==> src/rtl/u409_cycle_decode_ctl.sv <==
// u409_cycle_decode_ctl: registered cycle tracker and region decoder for the U409 path.
// A bus cycle is captured on the first IDLE edge with nAS low. Region flags come from the
// captured values only, and CIA selects are timed by setup/recovery counts with a hang guard.
module u409_cycle_decode_ctl #(
  parameter int unsigned NUM_CIA      = 2,
  parameter logic [7:0]  IDE_BASE     = 8'hDA,
  parameter int unsigned SETUP_CLKS   = 2,
  parameter int unsigned RECOVER_CLKS = 3,
  parameter int unsigned TIMEOUT_CLKS = 255
) (
  input  logic               CLK40,
  input  logic               RESET,
  input  logic [31:12]       A,
  input  logic               nAS,
  input  logic               RnW,
  input  logic               OVL,
  input  logic               CIA_ENABLE,
  output logic               ROMEN,
  output logic               CIA_SPACE,
  output logic               IDE_SPACE,
  output logic [NUM_CIA-1:0] nCIACS,
  output logic               AUTOBOOT,
  output logic               TIMEOUT,
  output logic               BUSY
);

  localparam logic [7:0] SetupLast   = 8'(SETUP_CLKS - 1);
  localparam logic [7:0] RecoverLast = 8'(RECOVER_CLKS - 1);
  localparam logic [7:0] TimeoutLast = 8'(TIMEOUT_CLKS - 1);

  typedef enum logic [1:0] {StIdle, StSetup, StActive, StRecover} state_e;

  state_e               state_q, state_d;
  logic [7:0]           cnt_q, cnt_d;
  logic                 autoboot_q, autoboot_d;
  logic                 timeout_q, timeout_d;
  logic                 capture;
  logic [31:16]         a_q;
  logic [NUM_CIA-1:0]   cia_sel_q;
  logic                 rnw_q, ovl_q, cia_en_q;
  logic                 z2_hit, rom_hit, cia_hit, ide_hit, in_cycle;

  // Select bits above NUM_CIA are intentionally ignored.
  logic unused_a;
  assign unused_a = ^A[15:12];

  // State, counter, overlay flag and captured cycle attributes.
  always_ff @(posedge CLK40) begin
    if (RESET) begin
      state_q    <= StIdle;
      cnt_q      <= '0;
      autoboot_q <= 1'b1;
      timeout_q  <= 1'b0;
      a_q        <= '0;
      cia_sel_q  <= '0;
      rnw_q      <= 1'b1;
      ovl_q      <= 1'b0;
      cia_en_q   <= 1'b0;
    end else begin
      state_q    <= state_d;
      cnt_q      <= cnt_d;
      autoboot_q <= autoboot_d;
      timeout_q  <= timeout_d;
      if (capture) begin
        a_q       <= A[31:16];
        cia_sel_q <= A[12 +: NUM_CIA];
        rnw_q     <= RnW;
        ovl_q     <= OVL;
        cia_en_q  <= CIA_ENABLE;
      end
    end
  end

  // Region decode from the captured address only.
  always_comb begin
    z2_hit  = (a_q[31:24] == 8'h00);
    rom_hit = z2_hit && ((ovl_q && (a_q[23:21] == 3'b000)) ||
                         (!ovl_q && (a_q[23:20] == 4'hF)));
    cia_hit = z2_hit && (a_q[23:16] == 8'hBF);
    ide_hit = z2_hit && (a_q[23:16] == IDE_BASE);
  end

  // Next-state: one shared counter times SETUP, ACTIVE (hang guard) and RECOVER.
  always_comb begin
    state_d    = state_q;
    cnt_d      = cnt_q;
    autoboot_d = autoboot_q;
    timeout_d  = 1'b0;
    capture    = 1'b0;
    unique case (state_q)
      StIdle: begin
        if (!nAS) begin
          capture = 1'b1;
          state_d = StSetup;
          cnt_d   = '0;
        end
      end
      StSetup: begin
        if (nAS) begin
          state_d = StRecover;
          cnt_d   = '0;
        end else if (cnt_q == SetupLast) begin
          state_d = StActive;
          cnt_d   = '0;
          // A write to the IDE window hands IDE reads back to the drive.
          if (!rnw_q && ide_hit) autoboot_d = 1'b0;
        end else begin
          cnt_d = cnt_q + 8'd1;
        end
      end
      StActive: begin
        if (nAS) begin
          state_d = StRecover;
          cnt_d   = '0;
        end else if (cnt_q >= TimeoutLast) begin
          state_d   = StRecover;
          cnt_d     = '0;
          timeout_d = 1'b1;
        end else begin
          cnt_d = cnt_q + 8'd1;
        end
      end
      StRecover: begin
        if (cnt_q == RecoverLast) begin
          state_d = StIdle;
          cnt_d   = '0;
        end else begin
          cnt_d = cnt_q + 8'd1;
        end
      end
      default: state_d = StIdle;
    endcase
  end

  // Outputs: region flags through SETUP/ACTIVE, selects only in ACTIVE.
  always_comb begin
    in_cycle  = (state_q == StSetup) || (state_q == StActive);
    ROMEN     = in_cycle && (rom_hit || (ide_hit && rnw_q && autoboot_q));
    IDE_SPACE = in_cycle && ide_hit && (!rnw_q || !autoboot_q);
    CIA_SPACE = in_cycle && cia_hit;
    nCIACS    = '1;
    if ((state_q == StActive) && cia_hit && cia_en_q) nCIACS = ~cia_sel_q;
    AUTOBOOT  = autoboot_q;
    TIMEOUT   = timeout_q;
    BUSY      = (state_q != StIdle);
  end

endmodule

==> config.mk <==
export PLATFORM = sky130hd
export DESIGN_NAME = u409_cycle_decode_ctl
export DESIGN_NICKNAME = d
export VERILOG_FILES = /design/src/rtl/u409_cycle_decode_ctl.sv
export SDC_FILE = /design/constraint.sdc
export NUM_CORES = 1
export LEC_CHECK = 0
export CORE_ASPECT_RATIO = 1.1
export CORE_MARGIN = 2
export CORE_UTILIZATION = 54
export DETAILED_ROUTE_END_ITERATION = 8
export PLACE_DENSITY = 0.89
export SYNTH_ARGS = -nofsm -noshare
export SYNTH_HDL_FRONTEND = slang
export SYNTH_SLANG_ARGS = --single-unit
==> constraint.sdc <==
create_clock -name CLK40 -period 4 [get_ports CLK40]
set_input_delay 1 -clock CLK40 [delete_from_list [all_inputs] [get_ports CLK40]]
set_output_delay 1 -clock CLK40 [all_outputs]
set_load 0.02 [all_outputs]
# ---- Word level (Yosys, flattened, before mapping)
# Cells that the tools add are included.
dict set report word_totals {
  regBits 33
  latchBits 0
  ramBits 0
  rom_bits 0
  input_bits 26
  output_inout_bits 8
  wordCells 72
  n_memories 0
}
dict set report classes {
  addsub 1
  mul 0
  div 0
  n_lt_le_gt_ge 1
  n_eq_ne 12
  shifts 0
  mux 18
  bitwise_logic 3
  n_reduce_logical 28
}
# operator n
set ops {}
lappend ops {{$mux W8} 6}
lappend ops {{$pmux W8 S4} 1}
lappend ops {{$eq A8 B8 Y1 const B} 2}
lappend ops {{$logic_and A1 B1 Y1} 14}
lappend ops {{$mux W2} 7}
lappend ops {{$add A8 B1 Y8 const B} 1}
lappend ops {{$eq A8 B1 Y1 const B} 1}
lappend ops {{$eq A8 B2 Y1 const B} 1}
lappend ops {{$ge A8 B8 Y1 const B} 1}
lappend ops {{$logic_not A8 Y1} 1}
lappend ops {{$pmux W2 S4} 1}
lappend ops {{$reduce_and A4 Y1} 2}
lappend ops {{$ne A3 B3 Y1 const B} 2}
lappend ops {{$eq A2 B2 Y1 const B} 2}
lappend ops {{$eq A4 B4 Y1 const B} 1}
lappend ops {{$logic_or A1 B1 Y1} 4}
lappend ops {{$ne A2 B2 Y1 const B} 2}
lappend ops {{$logic_not A1 Y1} 3}
lappend ops {{$logic_not A3 Y1} 1}
lappend ops {{$mux W1} 3}
lappend ops {{$reduce_or A3 Y1} 1}
lappend ops {{$eq A2 B1 Y1 const B} 1}
lappend ops {{$logic_not A2 Y1} 1}
lappend ops {{$not A1 Y1} 2}
lappend ops {{2 further kinds} 2}

# ---- Depth between registers and ports, before layout
# Gate-level depths: netlist of run 1.
dict set report depth {
  depth_word 6
  depth_mapped 7
  ltp_nobuf 7
}

# ---- Worst setup path before layout of run 1
# OpenSTA, ideal clock, no wires.
dict set report synth_timing {
  path_type {register -> output}
  startpoint {register a_q[27] (netlist name)}
  endpoint {output port IDE_SPACE}
  arrival_time_ps 1318
  required_time_ps 3000
  setup_slack_ps 1682
  path_stages_with_launch 5
  path_buffers 0
  cell_sequence {dfxtp_1 > or4_4 > nor2_4 > nand2_1 > nor2_1}
}
dict set report synth_between {
  elab_chain_len 4
}
# element line
set synth_lines {}
lappend synth_lines {{start: declaration} 38} ;# logic [31:16] a_q;
lappend synth_lines {{start signal: assignment} 65} ;# a_q <= A[31:16];
lappend synth_lines {{$logic_not A8 Y1} 76} ;# z2_hit = (a_q[31:24] == 8'h00);
lappend synth_lines {{$logic_and A1 B1 Y1} 80} ;# ide_hit = z2_hit && (a_q[23:16] == IDE_BASE);
lappend synth_lines {{$logic_and A1 B1 Y1 (2 in a row)} 139} ;# IDE_SPACE = in_cycle && ide_hit && (!rnw_q || !autoboot_q);
lappend synth_lines {{end: declaration} 20} ;# output logic IDE_SPACE,
# Every way passes these cells.

# ---- Final worst setup path of run 1
dict set report layout_timing {
  startpoint {register a_q[27] (netlist name)}
  endpoint {output port nCIACS[0]}
}
dict set report layout_between {
  elab_chain_len 5
}
# element line
set layout_lines {}
lappend layout_lines {{$logic_not A8 Y1} 76}
lappend layout_lines {{$logic_and A1 B1 Y1} 79} ;# cia_hit = z2_hit && (a_q[23:16] == 8'hBF);
lappend layout_lines {{$logic_and A1 B1 Y1 (2 in a row)} 142} ;# if ((state_q == StActive) && cia_hit && cia_en_q) nCIACS = ~cia_sel_q;
lappend layout_lines {{$mux W2} 142}
lappend layout_lines {{end: declaration} 21} ;# output logic [NUM_CIA-1:0] nCIACS,
# Every way passes these cells.

==> metrics.txt, run 1 <==
All-Layer GR Usage 22.1%; Max Fclk 314 MHz; Critical Path Sink Type primary output; maximum fanout along the worst path 4; R2R Path Start state_q[0]$_SDFFE_PP0P_; status finished clean; nets 264; largest net degree at the start of global routing 22; Int Power a little under 0.0007 W; Final GP Congestion 0.782; Design Power 0.00105 W; fin crit share between 70% and 80%; antenna violations before repair 0; RSZ-0062 raised after global routing no; CTS buffer count 5; CP Data Required Time around 3.0 ns; Max rail drop VDD 416 µV; top post-synthesis cells by area dfxtp_1, nand2_1, a21oi_1; die area approximately 0.0035 mm²; remaining antenna violation count 0; top post-synthesis cells by count nand2_1, dfxtp_1, a21oi_1; Yosys warning total 0; Worst Reg-to-Reg Cells 7; Cells after Synth around 200; global-route wire length before repair 5.94 mm; Max Slew Vio Count 0; Worst Hold End cia_en_q$_SDFFE_PP0P_; Iter 0 DRT Violations 38; CTS hold repair buffers 0; Slew @ Worst Pin 0.747 ns; Yosys top cell area share 40.6%; Sw Ratio 34.9%; startpoint types flop; I/O Buffers 31; Clock power frac 25.1%; Hold WC Path Type reg2reg; # rows 20; area leader, netlist dfxtp_1; final setup vio count 0; Via density 5.47; hold depth 2; Seq pwr share 40.0%; Sequential Area about 660 µm²; HP Start cia_en_q$_SDFFE_PP0P_; reg2reg end cnt_q[3]$_SDFFE_PP0P_; skew final 0.00733 ns; share of synthesized flip-flops with an asynchronous set or reset 0%; hpwl dp 2.45 mm; CP Class reg2out; fin util 72.3%; Psw 0.000365 W; clk sink count 33; Rel. slew slack 50.2%; post-CTS sizing 0; setup_tns 0 ns; Root Driver clkbuf_4; predominant post-synthesis flop cell dfxtp_1; Post-synth EDFFs 0; die height 61.6 µm; power per cell area 512 mW/mm²; num ports 34; count leader, synth nand2_1; die width between 50 and 60 µm; flop2flop setup slack ~2.1 ns; Filler cells ~220; Core Region 0.00283 mm²; clk slew on worst S/H paths 0.10 ns; average instance area after synthesis 8.17 µm²; grt total ovfl 0; layout cells sized above 1 9.09%; Post CTS Setup Buffer Count 0; register area share after synthesis approximately two fifths; Post-Syn Nets between 200 and 250; combinational power share 34.9%; number of global-route vias before repair between 1000 and 1500; DRC Markers 0; H-tree levels 2; number of antenna diodes 0; Worst EP arrival 2.18 ns; synth unique cells 40; max-cap violation count 0; Yosys reg bits 33; Clock Tree Buf Depth 2; area of the multi-input gates around 910 µm²; Period minus WS final 3.18 ns; per-cell routed wire length 12.7 µm; insertion delay to the later sink of the worst-skew pair ~0.34 ns; Via Count about 1400; 1st-pass router iterations 4; Mapped Area 0.00163 mm²; initial core utilization 57.5%; CTS tree yes; Final Hold Viols 0; Layout area overhead 25.6%; Leak approximately 0.75 nW; final wirelength 3.34 mm
## worst max-delay path by stage
stage                                    start         to  slack (ns)  depth (start not counted)
after floorplan           a_q[27]$_SDFFE_PP0P_  IDE_SPACE        1.68                          4
after global placement    a_q[27]$_SDFFE_PP0P_  nCIACS[1]        1.20                          5
after detailed placement  a_q[27]$_SDFFE_PP0P_  nCIACS[0]        1.18                          5
after CTS                 a_q[27]$_SDFFE_PP0P_  nCIACS[0]        0.80                          5
after global routing      a_q[27]$_SDFFE_PP0P_  nCIACS[0]        0.73                          5
final                     a_q[27]$_SDFFE_PP0P_  nCIACS[0]        0.82                          5
## per-layer routing
layer / share of wire, % / vias up / global-route usage (%)
li1: - / 748 / -
met1: 45 / 667 / 26.7
met2: 49 / 25 / 39.0
met3: 4.0 / 5 / 6.09
met4: 1.2 / 0 / 7.14
met5: 0 / - / 0
## power groups by stage
stage                     combinational [W]  clock, W  sequential, W
after CTS                          0.000369  0.000266       0.000418
after detailed placement           0.000364         0       0.000425
after global routing               0.000413  0.000281       0.000427
final                              0.000365  0.000263       0.000419
after global placement             0.000357         0       0.000424
after floorplan                    0.000275         0       0.000416
## cells in the final DEF, fill, tap and decap left out, types with 3 or more instances in the layout
cell type,Yosys,routed
clkbuf_4,0,5
nor3_1,6,6
nor2_1,10,10
clkdlybuf4s50_1,0,31
dfxtp_1,33,33
a21oi_1,22,22
nand4_1,9,9
nand3b_1,3,3
nand2b_1,3,3
nand2_1,53,53
inv_1,6,6
ha_1,8,8
nand3_1,3,3
## state kept, by name, summed over array words and instances (netlist names)
register / cells
rnw_q: 1
cia_sel_q: 2
TIMEOUT: 1
AUTOBOOT: 1
cia_en_q: 1
a_q: 16
ovl_q: 1
state_q: 2
cnt_q: 8
## metrics by stage
step	instance area [µm²]	cells	setup WS, ns	hold slack, ns
after floorplan	1630	199	1.68	0.432
after global placement	1960	256	1.20	0.440
after detailed placement	1960	256	1.18	0.444
after CTS	2040	264	0.798	0.458
after global routing	2040	264	0.728	0.473
final	2040	264	0.816	0.455
## critical path, stage by stage (launching register included)
cell	delay (ns)
dfxtp_1	0.32
or4_4	0.54
nor2_4	0.14
and4_2	0.24
nand2_1	0.06
clkdlybuf4s50_1	0.55
## logic make-up (layout without fill, tap and decap cells)
group	after synthesis	after routing	synth area share, %
AND/OR/NAND/NOR	103	103	33.1
AO/OA/AOI/OAI	35	35	13.8
flip-flops	33	33	40.6
buffers and inverters	15	47	3.54
adder cells (fa/ha/maj)	8	8	6.15
XOR/XNOR	4	4	2.15
multiplexers	1	1	0.615
## final cells by class
class	instances	share of cell area, %
multi-input combinational	151	44.5
tap	33	2.02
clock inverter	1	1.47
inverter	6	1.10
sequential	33	32.3
timing repair buffer	33	15.9
clock buffer	7	2.69
No activity file was read; power rests on OpenSTA's default activity.
==> run 2: changes to the inputs <==
CORE_UTILIZATION = 45   (was 54)
PLACE_DENSITY = 0.8   (was 0.89)
clock period = 2.8 ns   (was 4 ns; I/O delays follow)
==> metrics.txt, run 2 (synthesis results as in run 1) <==
Worst EP arrival 1.95 ns (was 2.18 ns); reg2reg end cnt_q[3]$_SDFFE_PP0P_ (unchanged); Slew @ Worst Pin 0.339 ns (was 0.747 ns); initial core utilization 48.0% (was 57.5%); CP Class reg2out (unchanged); Final GP Congestion 0.780 (was 0.782); Root Driver clkbuf_4 (unchanged); length of routed met2 wiring 1.58 mm (was 1.65 mm); Biggest register a_q (unchanged); final setup vio count 0 (unchanged); maximum fanout along the worst path 4 (unchanged); number of global-route vias before repair 1409 (was 1369); Clock Tree Buf Depth 2 (unchanged); placed insts 272 (was 256); H-tree levels 2 (unchanged); CTS hold repair buffers 0 (unchanged); Psw 0.000503 W (was 0.000365 W); Max rail drop VDD 356 µV (was 416 µV); Final Hold Viols 0 (unchanged); status finished clean (unchanged); fin crit share 94.6%; die height 67.1 µm (was 61.6 µm); die area 0.00411 mm² (was 0.00347 mm²); max FFs per register 16 (unchanged); Final Non-Filler Cells 279 (was 264); hold depth 2 (unchanged); Core Region 0.00339 mm² (was 0.00283 mm²); Sw Ratio 36.3% (was 34.9%); most frequent cells in the layout nand2_1, dfxtp_1, clkdlybuf4s50_1 (unchanged); final wirelength 3.16 mm (was 3.34 mm); Met3 Routed Length 134 µm (was 133 µm); Seq pwr share 43.1% (was 40.0%); clk sink count 33 (unchanged); power per cell area 682 mW/mm² (was 512 mW/mm²); grt total ovfl 0 (unchanged); antenna violations before repair 0 (unchanged); Leak 0.748 nW (was 0.747 nW); number of antenna diodes 0 (unchanged); Hold WC Path Type reg2reg (unchanged); Period minus WS final 2.65 ns; nets 265 (was 264); Layout area overhead 25.0% (was 25.6%); Rel. slew slack 76.8% (was 50.2%); CTS tree yes (unchanged); Via Count 1464 (was 1445); CP Data Required Time 2.10 ns (was 3.00 ns); Worst Reg-to-Reg Cells 7 (unchanged); remaining antenna violation count 0 (unchanged); skew final 0.00676 ns (was 0.00733 ns); Post CTS Setup Buffer Count 0 (unchanged); Max Slew Vio Count 0 (unchanged); flop2flop setup slack 0.97 ns (was 2.14 ns); highest routed layer met4 (unchanged); combinational power share 37.7% (was 34.9%); hpwl dp 2.37 mm (was 2.45 mm); # rows 22 (was 20); layout cells sized above 1 9.09% (unchanged); largest net degree at the start of global routing 26 (was 22); I/O Buffers 31 (unchanged); Clock power frac 19.2% (was 25.1%); setup_tns 0 ns (unchanged); Worst Hold End cia_en_q$_SDFFE_PP0P_ (unchanged); post-CTS sizing 5 (was 0); commonest non-fill, non-tap cell in the layout nand2_1 (unchanged); biggest regs a_q: 16 flops, cnt_q: 8 flops (unchanged); CTS buffer count 5 (unchanged); global-route wire length before repair 5.93 mm (was 5.94 mm); Max Fclk 378 MHz; R2R Path Start state_q[0]$_SDFFE_PP0P_ (unchanged); routed metal-1 wirelength 1.41 mm (was 1.52 mm); clk slew on worst S/H paths 0.09 ns (was 0.10 ns); DRC Markers 0 (unchanged); insertion delay to the later sink of the worst-skew pair 0.33 ns (was 0.34 ns); Iter 0 DRT Violations 63 (was 38); 1st-pass router iterations 4 (unchanged); Critical Path Sink Type primary output (unchanged); HP Start cia_en_q$_SDFFE_PP0P_ (unchanged); die width 61.3 µm (was 56.3 µm); Via density 5.25 (was 5.47); max-cap violation count 0 (unchanged); per-cell routed wire length 11.3 µm (was 12.7 µm); num ports 34 (unchanged); Int Power 0.000884 W (was 0.000681 W); startpoint types flop (unchanged); RSZ-0062 raised after global routing no (unchanged); All-Layer GR Usage 19.2% (was 22.1%)
-- run 2: changes by cell type in the layout (fill, tap and decap cells not counted), sizes merged --
cell	previous run	this run
clkdlybuf4s50	31	26
dlygate4sd2	0	5
buf	2	3
bufinv	1	0
-- run 2: worst max-delay path by stage --
stage / start / endpoint / slack (ns) / depth (start not counted)
floorplan: a_q[27]$_SDFFE_PP0P_ / IDE_SPACE / 0.78 / 4
global placement: a_q[27]$_SDFFE_PP0P_ / nCIACS[1] / 0.30 / 5
detailed placement: a_q[27]$_SDFFE_PP0P_ / nCIACS[1] / 0.28 / 5
CTS: a_q[27]$_SDFFE_PP0P_ / nCIACS[0] / 0.13 / 5
global route: a_q[27]$_SDFFE_PP0P_ / nCIACS[0] / 0.05 / 5
finish: a_q[27]$_SDFFE_PP0P_ / nCIACS[0] / 0.15 / 5
-- run 2: cell type report --
cell class	count	area, µm²
fill	302	1350
multi-input combinational	151	908
sequential	33	661
timing repair buffer	34	327
tap	48	60.1
clock buffer	7	55.1
inverter	6	22.5
-- run 2: worst max-delay path, cell delays in order (launching register included) --
cell and delay, ns:
dfxtp_1 0.33, or4_4 0.54, nor2_4 0.14, and4_2 0.25, nand2_1 0.05, dlygate4sd2_1 0.31
-- run 2: power by group through the flow --
stage / Clock (W) / Sequential, W / Combinational, W
CTS: 0.000278 / 0.000597 / 0.000529
detailed placement: 0 / 0.000608 / 0.000530
finish: 0.000267 / 0.000597 / 0.000523
global route: 0.000298 / 0.000611 / 0.000593
global placement: 0 / 0.000605 / 0.000524
floorplan: 0 / 0.000594 / 0.000393
-- run 2: metrics by stage --
stage | total power, W | setup slack (ns) | cell area (µm²) | hold WS, ns | util, %
after global placement | 0.00113 | 0.297 | 1980 | 0.442 | 58.6
after floorplan | 0.000986 | 0.782 | 1630 | 0.432 | -
final | 0.00139 | 0.152 | 2030 | 0.456 | 60.1
after CTS | 0.00140 | 0.131 | 2030 | 0.460 | 60.1
after detailed placement | 0.00114 | 0.285 | 1980 | 0.447 | 58.6
after global routing | 0.00150 | 0.0535 | 2030 | 0.476 | 60.1
-- run 2: layer usage --
layer | vias to the layer above | global-route usage, %
li1 | 751 | -
met1 | 678 | 22.6
met2 | 30 | 32.2
met3 | 5 | 5.63
met4 | 0 | 7.07
met5 | - | 0
